==> src/rtl/regfile_wb_pkg.sv <==
// Shared types for the regfile writeback block.
// Optional forwarding lookup is enabled with macro REGFILE_WB_FWD_EN.
package regfile_wb_pkg;

  localparam int DATA_W_DEF = 32;
  localparam int ADDR_W_DEF = 5;

  // One queued multdiv result; live=0 marks an entry that must not reach the regfile.
  typedef struct packed {
    logic                  live;
    logic [ADDR_W_DEF-1:0] rd;
    logic [DATA_W_DEF-1:0] data;
  } wb_entry_t;

endpackage

==> src/rtl/regfile_wb_squash_fifo.sv <==
// wb_squash_fifo: circular queue of multdiv results with a squash port that
// clears the live bit of every stored entry targeting a given register.
// With REGFILE_WB_FWD_EN the raw storage and read pointer are exported for lookup.
module wb_squash_fifo
  import regfile_wb_pkg::*;
#(
  parameter  int DEPTH = 4,
  localparam int PTR_W = $clog2(DEPTH),
  localparam int CNT_W = PTR_W + 1
) (
  input  logic                  clock,
  input  logic                  ctrl_reset,
  input  logic                  push,
  input  wb_entry_t             push_entry,
  input  logic                  pop,
  input  logic                  squash_valid,
  input  logic [ADDR_W_DEF-1:0] squash_reg,
  output wb_entry_t             head,
  output logic [CNT_W-1:0]      count
`ifdef REGFILE_WB_FWD_EN
  ,
  output wb_entry_t             entries [DEPTH],
  output logic [PTR_W-1:0]      rd_ptr
`endif
);

  wb_entry_t        r_mem [DEPTH];
  logic [PTR_W-1:0] r_wr_ptr;
  logic [PTR_W-1:0] r_rd_ptr;
  logic [CNT_W-1:0] r_count;

  // Storage: squash stored entries, then write the pushed entry (its live bit is pre-filtered).
  always_ff @(posedge clock) begin
    for (int i = 0; i < DEPTH; i++) begin
      if (squash_valid && (r_mem[i].rd == squash_reg)) r_mem[i].live <= 1'b0;
    end
    if (push) r_mem[r_wr_ptr] <= push_entry;
  end

  // Pointers wrap naturally at DEPTH; occupancy alone decides full/empty.
  always_ff @(posedge clock) begin
    if (!ctrl_reset) begin
      r_wr_ptr <= '0;
      r_rd_ptr <= '0;
      r_count  <= '0;
    end else begin
      if (push) r_wr_ptr <= r_wr_ptr + 1'b1;
      if (pop)  r_rd_ptr <= r_rd_ptr + 1'b1;
      case ({push, pop})
        2'b10:   r_count <= r_count + 1'b1;
        2'b01:   r_count <= r_count - 1'b1;
        default: r_count <= r_count;
      endcase
    end
  end

  assign head  = r_mem[r_rd_ptr];
  assign count = r_count;
`ifdef REGFILE_WB_FWD_EN
  assign entries = r_mem;
  assign rd_ptr  = r_rd_ptr;
`endif

endmodule

==> src/rtl/regfile_writeback.sv <==
// regfile_writeback: sole driver of the regfile write port. ALU results win
// every cycle; multdiv results wait in a squashing queue and drain when the ALU
// is idle. Macro REGFILE_WB_FWD_EN adds a two-port combinational forwarding lookup.
module regfile_writeback
  import regfile_wb_pkg::*;
#(
  parameter  int DATA_W     = DATA_W_DEF,
  parameter  int ADDR_W     = ADDR_W_DEF,
  parameter  int FIFO_DEPTH = 4,
  localparam int PTR_W      = $clog2(FIFO_DEPTH),
  localparam int CNT_W      = PTR_W + 1
) (
  input  logic              clock,
  input  logic              ctrl_reset,
  input  logic              alu_valid,
  input  logic [ADDR_W-1:0] alu_reg,
  input  logic [DATA_W-1:0] alu_data,
  input  logic              md_valid,
  output logic              md_ready,
  input  logic [ADDR_W-1:0] md_reg,
  input  logic [DATA_W-1:0] md_data,
  output logic              ctrl_writeEn,
  output logic [ADDR_W-1:0] ctrl_writeReg,
  output logic [DATA_W-1:0] data_writeReg,
  output logic [CNT_W-1:0]  md_count
`ifdef REGFILE_WB_FWD_EN
  ,
  input  logic [ADDR_W-1:0] fwd_regA,
  input  logic [ADDR_W-1:0] fwd_regB,
  output logic              fwd_hitA,
  output logic              fwd_hitB,
  output logic [DATA_W-1:0] fwd_dataA,
  output logic [DATA_W-1:0] fwd_dataB
`endif
);

  logic             w_alu_wr;
  logic             w_push;
  logic             w_pop;
  wb_entry_t        w_push_entry;
  wb_entry_t        w_head;
  logic [CNT_W-1:0] w_count;
`ifdef REGFILE_WB_FWD_EN
  wb_entry_t        w_entries [FIFO_DEPTH];
  logic [PTR_W-1:0] w_rd_ptr;
`endif

  // An ALU write to r0 is consumed without preempting the queue.
  assign w_alu_wr = alu_valid && (alu_reg != '0);
  // Readiness depends only on registered occupancy, never on a same-cycle pop.
  assign md_ready = ctrl_reset && (w_count < CNT_W'(FIFO_DEPTH));
  assign w_push   = md_valid && md_ready;
  assign w_pop    = !w_alu_wr && (w_count != '0);
  assign md_count = w_count;

  // A push to r0, or to the register the ALU writes this cycle, is born dead.
  assign w_push_entry.live = (md_reg != '0) && !(w_alu_wr && (alu_reg == md_reg));
  assign w_push_entry.rd   = md_reg;
  assign w_push_entry.data = md_data;

  wb_squash_fifo #(.DEPTH(FIFO_DEPTH)) u_fifo (
    .clock        (clock),
    .ctrl_reset   (ctrl_reset),
    .push         (w_push),
    .push_entry   (w_push_entry),
    .pop          (w_pop),
    .squash_valid (w_alu_wr),
    .squash_reg   (alu_reg),
    .head         (w_head),
    .count        (w_count)
`ifdef REGFILE_WB_FWD_EN
    ,
    .entries      (w_entries),
    .rd_ptr       (w_rd_ptr)
`endif
  );

  // Output stage: ALU first, then queue head (dead heads are dropped), else idle with held index/data.
  always_ff @(posedge clock) begin
    if (!ctrl_reset) begin
      ctrl_writeEn  <= 1'b0;
      ctrl_writeReg <= '0;
      data_writeReg <= '0;
    end else if (w_alu_wr) begin
      ctrl_writeEn  <= 1'b1;
      ctrl_writeReg <= alu_reg;
      data_writeReg <= alu_data;
    end else if (w_pop) begin
      ctrl_writeEn <= w_head.live;
      if (w_head.live) begin
        ctrl_writeReg <= w_head.rd;
        data_writeReg <= w_head.data;
      end
    end else begin
      ctrl_writeEn <= 1'b0;
    end
  end

`ifdef REGFILE_WB_FWD_EN
  // Forwarding: scan oldest to youngest so the youngest live match wins; the output register overrides.
  always_comb begin
    logic [PTR_W-1:0] w_idx;
    w_idx     = '0;
    fwd_hitA  = 1'b0;
    fwd_dataA = '0;
    fwd_hitB  = 1'b0;
    fwd_dataB = '0;
    for (int i = 0; i < FIFO_DEPTH; i++) begin
      if (CNT_W'(i) < w_count) begin
        w_idx = w_rd_ptr + PTR_W'(i);
        if (w_entries[w_idx].live && (w_entries[w_idx].rd == fwd_regA) && (fwd_regA != '0)) begin
          fwd_hitA  = 1'b1;
          fwd_dataA = w_entries[w_idx].data;
        end
        if (w_entries[w_idx].live && (w_entries[w_idx].rd == fwd_regB) && (fwd_regB != '0)) begin
          fwd_hitB  = 1'b1;
          fwd_dataB = w_entries[w_idx].data;
        end
      end
    end
    if (ctrl_writeEn && (ctrl_writeReg == fwd_regA) && (fwd_regA != '0)) begin
      fwd_hitA  = 1'b1;
      fwd_dataA = data_writeReg;
    end
    if (ctrl_writeEn && (ctrl_writeReg == fwd_regB) && (fwd_regB != '0)) begin
      fwd_hitB  = 1'b1;
      fwd_dataB = data_writeReg;
    end
  end
`endif

endmodule

==> config.mk <==
export PLATFORM = sky130hd
export DESIGN_NAME = regfile_writeback
export DESIGN_NICKNAME = d
export VERILOG_FILES = /design/src/rtl/regfile_wb_pkg.sv /design/src/rtl/regfile_wb_squash_fifo.sv /design/src/rtl/regfile_writeback.sv
export SDC_FILE = /design/constraint.sdc
export NUM_CORES = 1
export LEC_CHECK = 0
export BUFFER_PORTS_ARGS = -buffer_cell sky130_fd_sc_hd__buf_2
export CORE_UTILIZATION = 51
export DETAILED_ROUTE_END_ITERATION = 7
export GPL_TIMING_DRIVEN = 0
export PLACE_DENSITY = 0.71
export SYNTH_ARGS = -nofsm -noshare
export SYNTH_HDL_FRONTEND = slang
export SYNTH_SLANG_ARGS = --single-unit
==> constraint.sdc <==
create_clock -name clock -period 2.2 [get_ports clock]
set_clock_uncertainty 0.05 [all_clocks]
set_input_delay 0.22 -clock clock [delete_from_list [all_inputs] [get_ports clock]]
set_output_delay 0.22 -clock clock [all_outputs]
set_load 0.05 [all_outputs]
Yosys cells after proc, flatten, opt, wreduce, memory -nomap -nowiden

Memory sizes are Yosys's and may differ from the RTL's. A register that Yosys moved wholly into a read port is not among the register bits.
Index checks and enable logic that the tools add are counted.
Widths: inputs -> output; s select.

Register bits after elaboration: 45
Memory bits (writable): 152
Input port bits: 78
Output and inout port bits: 42
Word-level logic and storage cells: 59
Memories kept: 1

Memories:

| memory       | depth | width | read ports | clocked after Yosys merged registers in | wr ports | RTL line                     | RTL |
|---|---|---|---|---|---|---|---|
| u_fifo.r_mem | 4     | 38    | 5          | 1                                       | 5        | regfile_wb_squash_fifo.sv:27 | `wb_entry_t r_mem [DEPTH];` |

$add $sub $neg: 4
$lt $le $gt $ge: 1
Equal/unequal tests: 7
Multiplexer cells: 21
Reduce and logical (&&, ||, !) cells: 19

Operators by type and width:

| operator            | number |
|---|---|
| $mux 32             | 3 |
| $eq 5x5->1          | 5 |
| $mux 5              | 3 |
| $mux 1              | 12 |
| $logic_and 1x1->1   | 10 |
| $reduce_bool 5->1   | 2 |
| $pmux 3 s2          | 1 |
| $reduce_bool 2->1   | 3 |
| $add 2x1->2 const B | 2 |
| $mux 2              | 2 |
| $add 3x1->3 const B | 1 |
| $lt 3x3->1 const B  | 1 |
| $reduce_bool 3->1   | 1 |
| $sub 3x1->3 const B | 1 |
| $eq 2x1->1 const B  | 1 |
| $eq 2x2->1 const B  | 1 |
| $logic_not 1->1     | 2 |
| $reduce_and 2->1    | 1 |

Logic depth before layout (Yosys ltp)

Depth after elaboration: 6
Depth in mapped cells: 9
Gate-level depth less buffers: 9

Hierarchy

Synthesis repeated with hierarchy kept, for this count alone.

Cell total of the unflattened synthesis: 502
Area, all modules: 7951.4 sq um

By module, submodules not included:

| module            | instances | cells an instance | area an instance (sq um) | sequential area each (sq um) |
|---|---|---|---|---|
| wb_squash_fifo    | 1         | 276               | 6204.7                   | 4744.6 |
| regfile_writeback | 1         | 226               | 1746.7                   | 760.7 |

Worst setup path before layout

Ideal clock, no wire load.

Path kind: register to register
From: reg u_fifo.r_count[2], in the netlist u_fifo.count[2]
To: mem u_fifo.r_mem[0][37] (netlist bit) (enable)
Setup time: 295 ps
Arrival time: 2692 ps
Path slack: -837 ps
Cell stages (with the launch flop): 4
Path buffers: 0
Cells stage by stage: dfxtp_1 nor2b_1 and3_1 a31o_2

RTL lines:

| what                   | RTL line                     | RTL |
|---|---|---|
| start, declared        | regfile_wb_squash_fifo.sv:30 | `logic [CNT_W-1:0] r_count;` |
| start signal, assigned | regfile_wb_squash_fifo.sv:50 | `2'b10: r_count <= r_count + 1'b1;` |
| start signal, assigned | regfile_wb_squash_fifo.sv:51 | `2'b01: r_count <= r_count - 1'b1;` |
| start signal, assigned | regfile_wb_squash_fifo.sv:52 | `default: r_count <= r_count;` |
| end, declared          | regfile_wb_squash_fifo.sv:27 |  |

Worst setup path in the final report

From: reg u_fifo.r_count[2], in the netlist u_fifo.count[2]
To: reg u_fifo.r_count[2], in the netlist u_fifo.count[2]

Elaborated cells on any way between the ends: 11
Those cells by class: 2 x add/sub; 1 x order compare; 2 x eq/ne; 1 x mux; 5 x reduce/logical

RTL lines:

| what                                                   | RTL line                     | RTL |
|---|---|---|
| $reduce_bool 3->1 *                                    | regfile_writeback.sv:53      | `assign w_pop = !w_alu_wr && (w_count != '0);` |
| $logic_and 1x1->1 *                                    | regfile_writeback.sv:53      |  |
| via u_fifo.pop                                         | regfile_wb_squash_fifo.sv:15 | `input logic pop,` |
| $eq 2x1->1 / $eq 2x2->1 (equally long branches)        | regfile_wb_squash_fifo.sv:49 | `case ({push, pop})` |
| $pmux 3 s2 / $reduce_bool 2->1 (equally long branches) | -                            |  |

The timed path passes the listed nets; every way through them passes the cells marked *.
A chain may end at the register's enable or synchronous reset.

==> flow_metrics.env <==
export IMPL_post_cts_buffers=0
export IMPL_fill_cells=1140
export IMPL_start_util=0.5257
export IMPL_placed_cells=799
export IMPL_area_delta_synth_final_pct=22.10
export IMPL_drt_iter0_drc=267
export IMPL_synth_fp_nets=558
export IMPL_end_kind="flop"
export IMPL_setup_viol=0
export IMPL_cts_root_buf="clkbuf_16"
export IMPL_wire_per_inst_um=19.73
export IMPL_cp_startpoint="u_fifo.count[2]"
export IMPL_routabilityCongestion=0.8433
export IMPL_cap_violations=0
export IMPL_avgViaCountPerCell=5.526
export IMPL_synth_top_area_cell="edfxtp_1"
export IMPL_drtAntennaViolNets=0
export IMPL_yosys_top_cells_area="edfxtp_1 (57%), dfxtp_1 (12%), mux4_2 (11%)"
export IMPL_grt_pass1_vias=5016
export IMPL_synthDominantCellAreaShare=0.5670
export IMPL_cp_slowest_cell="dfxtp_4"
export IMPL_core_area_mm2=0.01531
export IMPL_clkLatencyLatePin_ps=430
export IMPL_die_width_um=127.6
export IMPL_drc=0
export IMPL_cts_tree="done"
export IMPL_port_buffers=114
export IMPL_post_route_util=0.6418
export IMPL_grt_pass1_wl_um=26360
export IMPL_max_slew_margin=0.2584
export IMPL_synth_warnings=0
export IMPL_chipHeight_um=127.6
export IMPL_crit_required_ps=2500
export IMPL_finalMaxSlewViolations=0
export IMPL_hp_class="primary input to flop"
export IMPL_critPathKind="flop to flop"
export IMPL_overflow=0
export IMPL_slowest_delay_ps=380
export IMPL_tightestPinTransition_ps=1112
export IMPL_vias=4769
export IMPL_die_area_mm2=0.01629
export IMPL_rows=45
export IMPL_r2r_start="u_fifo.count[2]"
export IMPL_synthDistinctLibCells=37
export IMPL_htreeDepth=4
export IMPL_boundaryPins=120
export IMPL_grt_max_degree=40
export IMPL_antennaDiodeCount=0
export IMPL_p_per_area_mw_per_mm2=924.7
export IMPL_final_cells=863
export IMPL_synth_area_mm2=0.008050
export IMPL_min_period_ps=2147
export IMPL_synth_seq_area_share=0.6839
export IMPL_clock_fmax_mhz=465.9
export IMPL_status="completed"
export IMPL_syn_inst=474
export IMPL_holdPathStages=1
export IMPL_final_setup_tns_ps=0
export IMPL_cts_sinks=199
export IMPL_crit_path_start_kind="flop"
export IMPL_post_route_cells_drive_above_1_share=0.3942
export IMPL_cts_buffers_inserted=17
export IMPL_vdd_drop_max_v=0.0005952
export IMPL_crit_path_end="u_fifo.count[2]"
export IMPL_path_cells="or3_4, and3_1, ha_2, inv_1, fa_1, xor2_1, or3_1, a21oi_1"
export IMPL_cp_max_fo=5
export IMPL_grt_total_usage=0.2212
export IMPL_clockBufferDepth=2
export IMPL_yosys_register_bits=199
export IMPL_multi_input_area_mm2=0.002355
export IMPL_finalCritPeriodShare=0.9757
export IMPL_hold_violations=0
export IMPL_p_leak_nw=3.473
export IMPL_regArea_mm2=0.005512
export IMPL_drt_wl_total_um=17030
export IMPL_path_clk_slew_ps=70
export IMPL_r2r_end="u_fifo.count[2]"
export IMPL_antenna_found_initial=0
export IMPL_fin_nets=723
export IMPL_synth_avg_cell_area_um2=16.98
export IMPL_cp_arrival_ps=2450
export IMPL_reg2reg_slack_ps=50
export IMPL_dr_pass1_iters=4
export IMPL_r2r_cells=8
export IMPL_post_dp_hpwl_um=10840
## synth_stat cells
cell	n
a31o_2	4
o31ai_1	2
nor3_2	30
xnor2_1	10
buf_4	4
o221ai_1	32
nor2b_1	1
nor2_1	44
dfxtp_1	47
or4_4	1
clkbuf_1	13
nor3_1	3
fa_1	1
inv_1	7
buf_6	6
o21a_1	1
a31oi_2	1
xor2_1	20
mux2i_1	3
edfxtp_1	152
and2_1	6
o21ai_4	1
nand2_1	3
a211oi_1	2
nand4_1	2
buf_2	10
o21ai_0	5
nor4_1	4
or4_1	1
ha_1	5
mux4_2	38
nand3_1	2
and3_1	5
a31o_1	2
or3_1	2
nor2_2	1
a21oi_1	3
## sequential cells by signal (all words and copies together), names as in the netlist, named ones only
signal	cells
u_fifo.r_rd_ptr	2
u_fifo.r_mem	152
ctrl_writeReg	5
u_fifo.count	3
data_writeReg	32
ctrl_writeEn	1
u_fifo.r_wr_ptr	2
## per-stage QoR
stage          hold slack (ps)  power, mW  setup slack, ps  instance area [um^2]
2_1_floorplan            268.9      5.640            3.596                  8074
3_3_place_gp             379.6      6.032           -118.0                  8909
3_5_place_dp             386.3      6.083           -263.2                  8909
4_1_cts                  1.122      9.120            35.77                  9811
5_1_grt                  13.85      9.387           -18.95                  9829
6_report                 8.592      9.089            53.40                  9829
## worst min-delay path by stage
| stage | start | to |
|---|---|---|
| after floorplan | md_data[0] | u_fifo.r_mem[0][0] |
| after global placement | md_data[7] | u_fifo.r_mem[1][7] |
| after detailed placement | md_data[2] | u_fifo.r_mem[3][2] |
| after CTS | md_reg[3] | u_fifo.r_mem[0][35] |
| after global routing | md_reg[3] | u_fifo.r_mem[0][35] |
| final | md_reg[2] | u_fifo.r_mem[3][34] |
## kinds of logic (layout without fill, tap and decap cells)
group,Yosys count,after routing,share of synthesized area
DFF,199,199,0.6839
AOI/OAI and AO/OA,53,53,0.05455
adders and majority gates,6,6,0.01026
buffers and inverters,40,218,0.02767
xor gates and xnor gates,30,30,0.03264
and+or+nand+nor,105,105,0.08098
muxes,41,41,0.1100
## timing repair
action	4_1_cts	5_1_grt
hold buffers	32	0
resized for setup	5	8
setup endpoints to repair	27	29
gates cloned	0	0
endpoints found under the hold margin	128	0
## layout make-up
cell class,count,area share
inverter,7,0.002673
buffer,33,0.02138
timing repair buffer,146,0.09063
multi-input combinational,235,0.2396
tap,211,0.02686
clock buffer,18,0.04366
sequential,199,0.5607
clock inverter,14,0.01451
## where the power goes
group / internal, mW / switching (mW)
Combinational: 0.639 / 1.05
Sequential: 4.26 / 0.109
Clock: 1.59 / 1.44
## cell usage in the layout (no fill, tap or decap), types with 5 or more instances in the layout
cell type	count
o221ai_1	32
o21ai_0	5
buf_2	121
dfxtp_1	44
buf_6	6
inv_1	7
xnor2_1	10
nor3_2	30
dlygate4sd3_1	32
nor2_1	44
clkbuf_16	17
edfxtp_1	152
and2_1	6
xor2_1	20
clkbuf_1	9
clkbuf_2	5
mux4_2	38
## metal layers
layer  wire [um]  track usage  vias to the layer above
met4         374      0.09204                        0
met1        7140       0.2774                     2428
met2        8909       0.3809                      123
met3         600      0.04062                       28
li1            -            -                     2190
met5           0            0                        -
## worst max-delay path: cells and delay by family, from the launching register on
| family | cells | cell delay [ps] |
|---|---|---|
| and+or+nand+nor | 3 | 660 |
| adders and majority gates | 2 | 590 |
| DFF | 1 | 380 |
| AOI/OAI and AO/OA | 1 | 170 |
| xor gates and xnor gates | 1 | 160 |
| buffers and inverters | 1 | 60 |
Note: power is estimated with default switching activity, not from simulation.
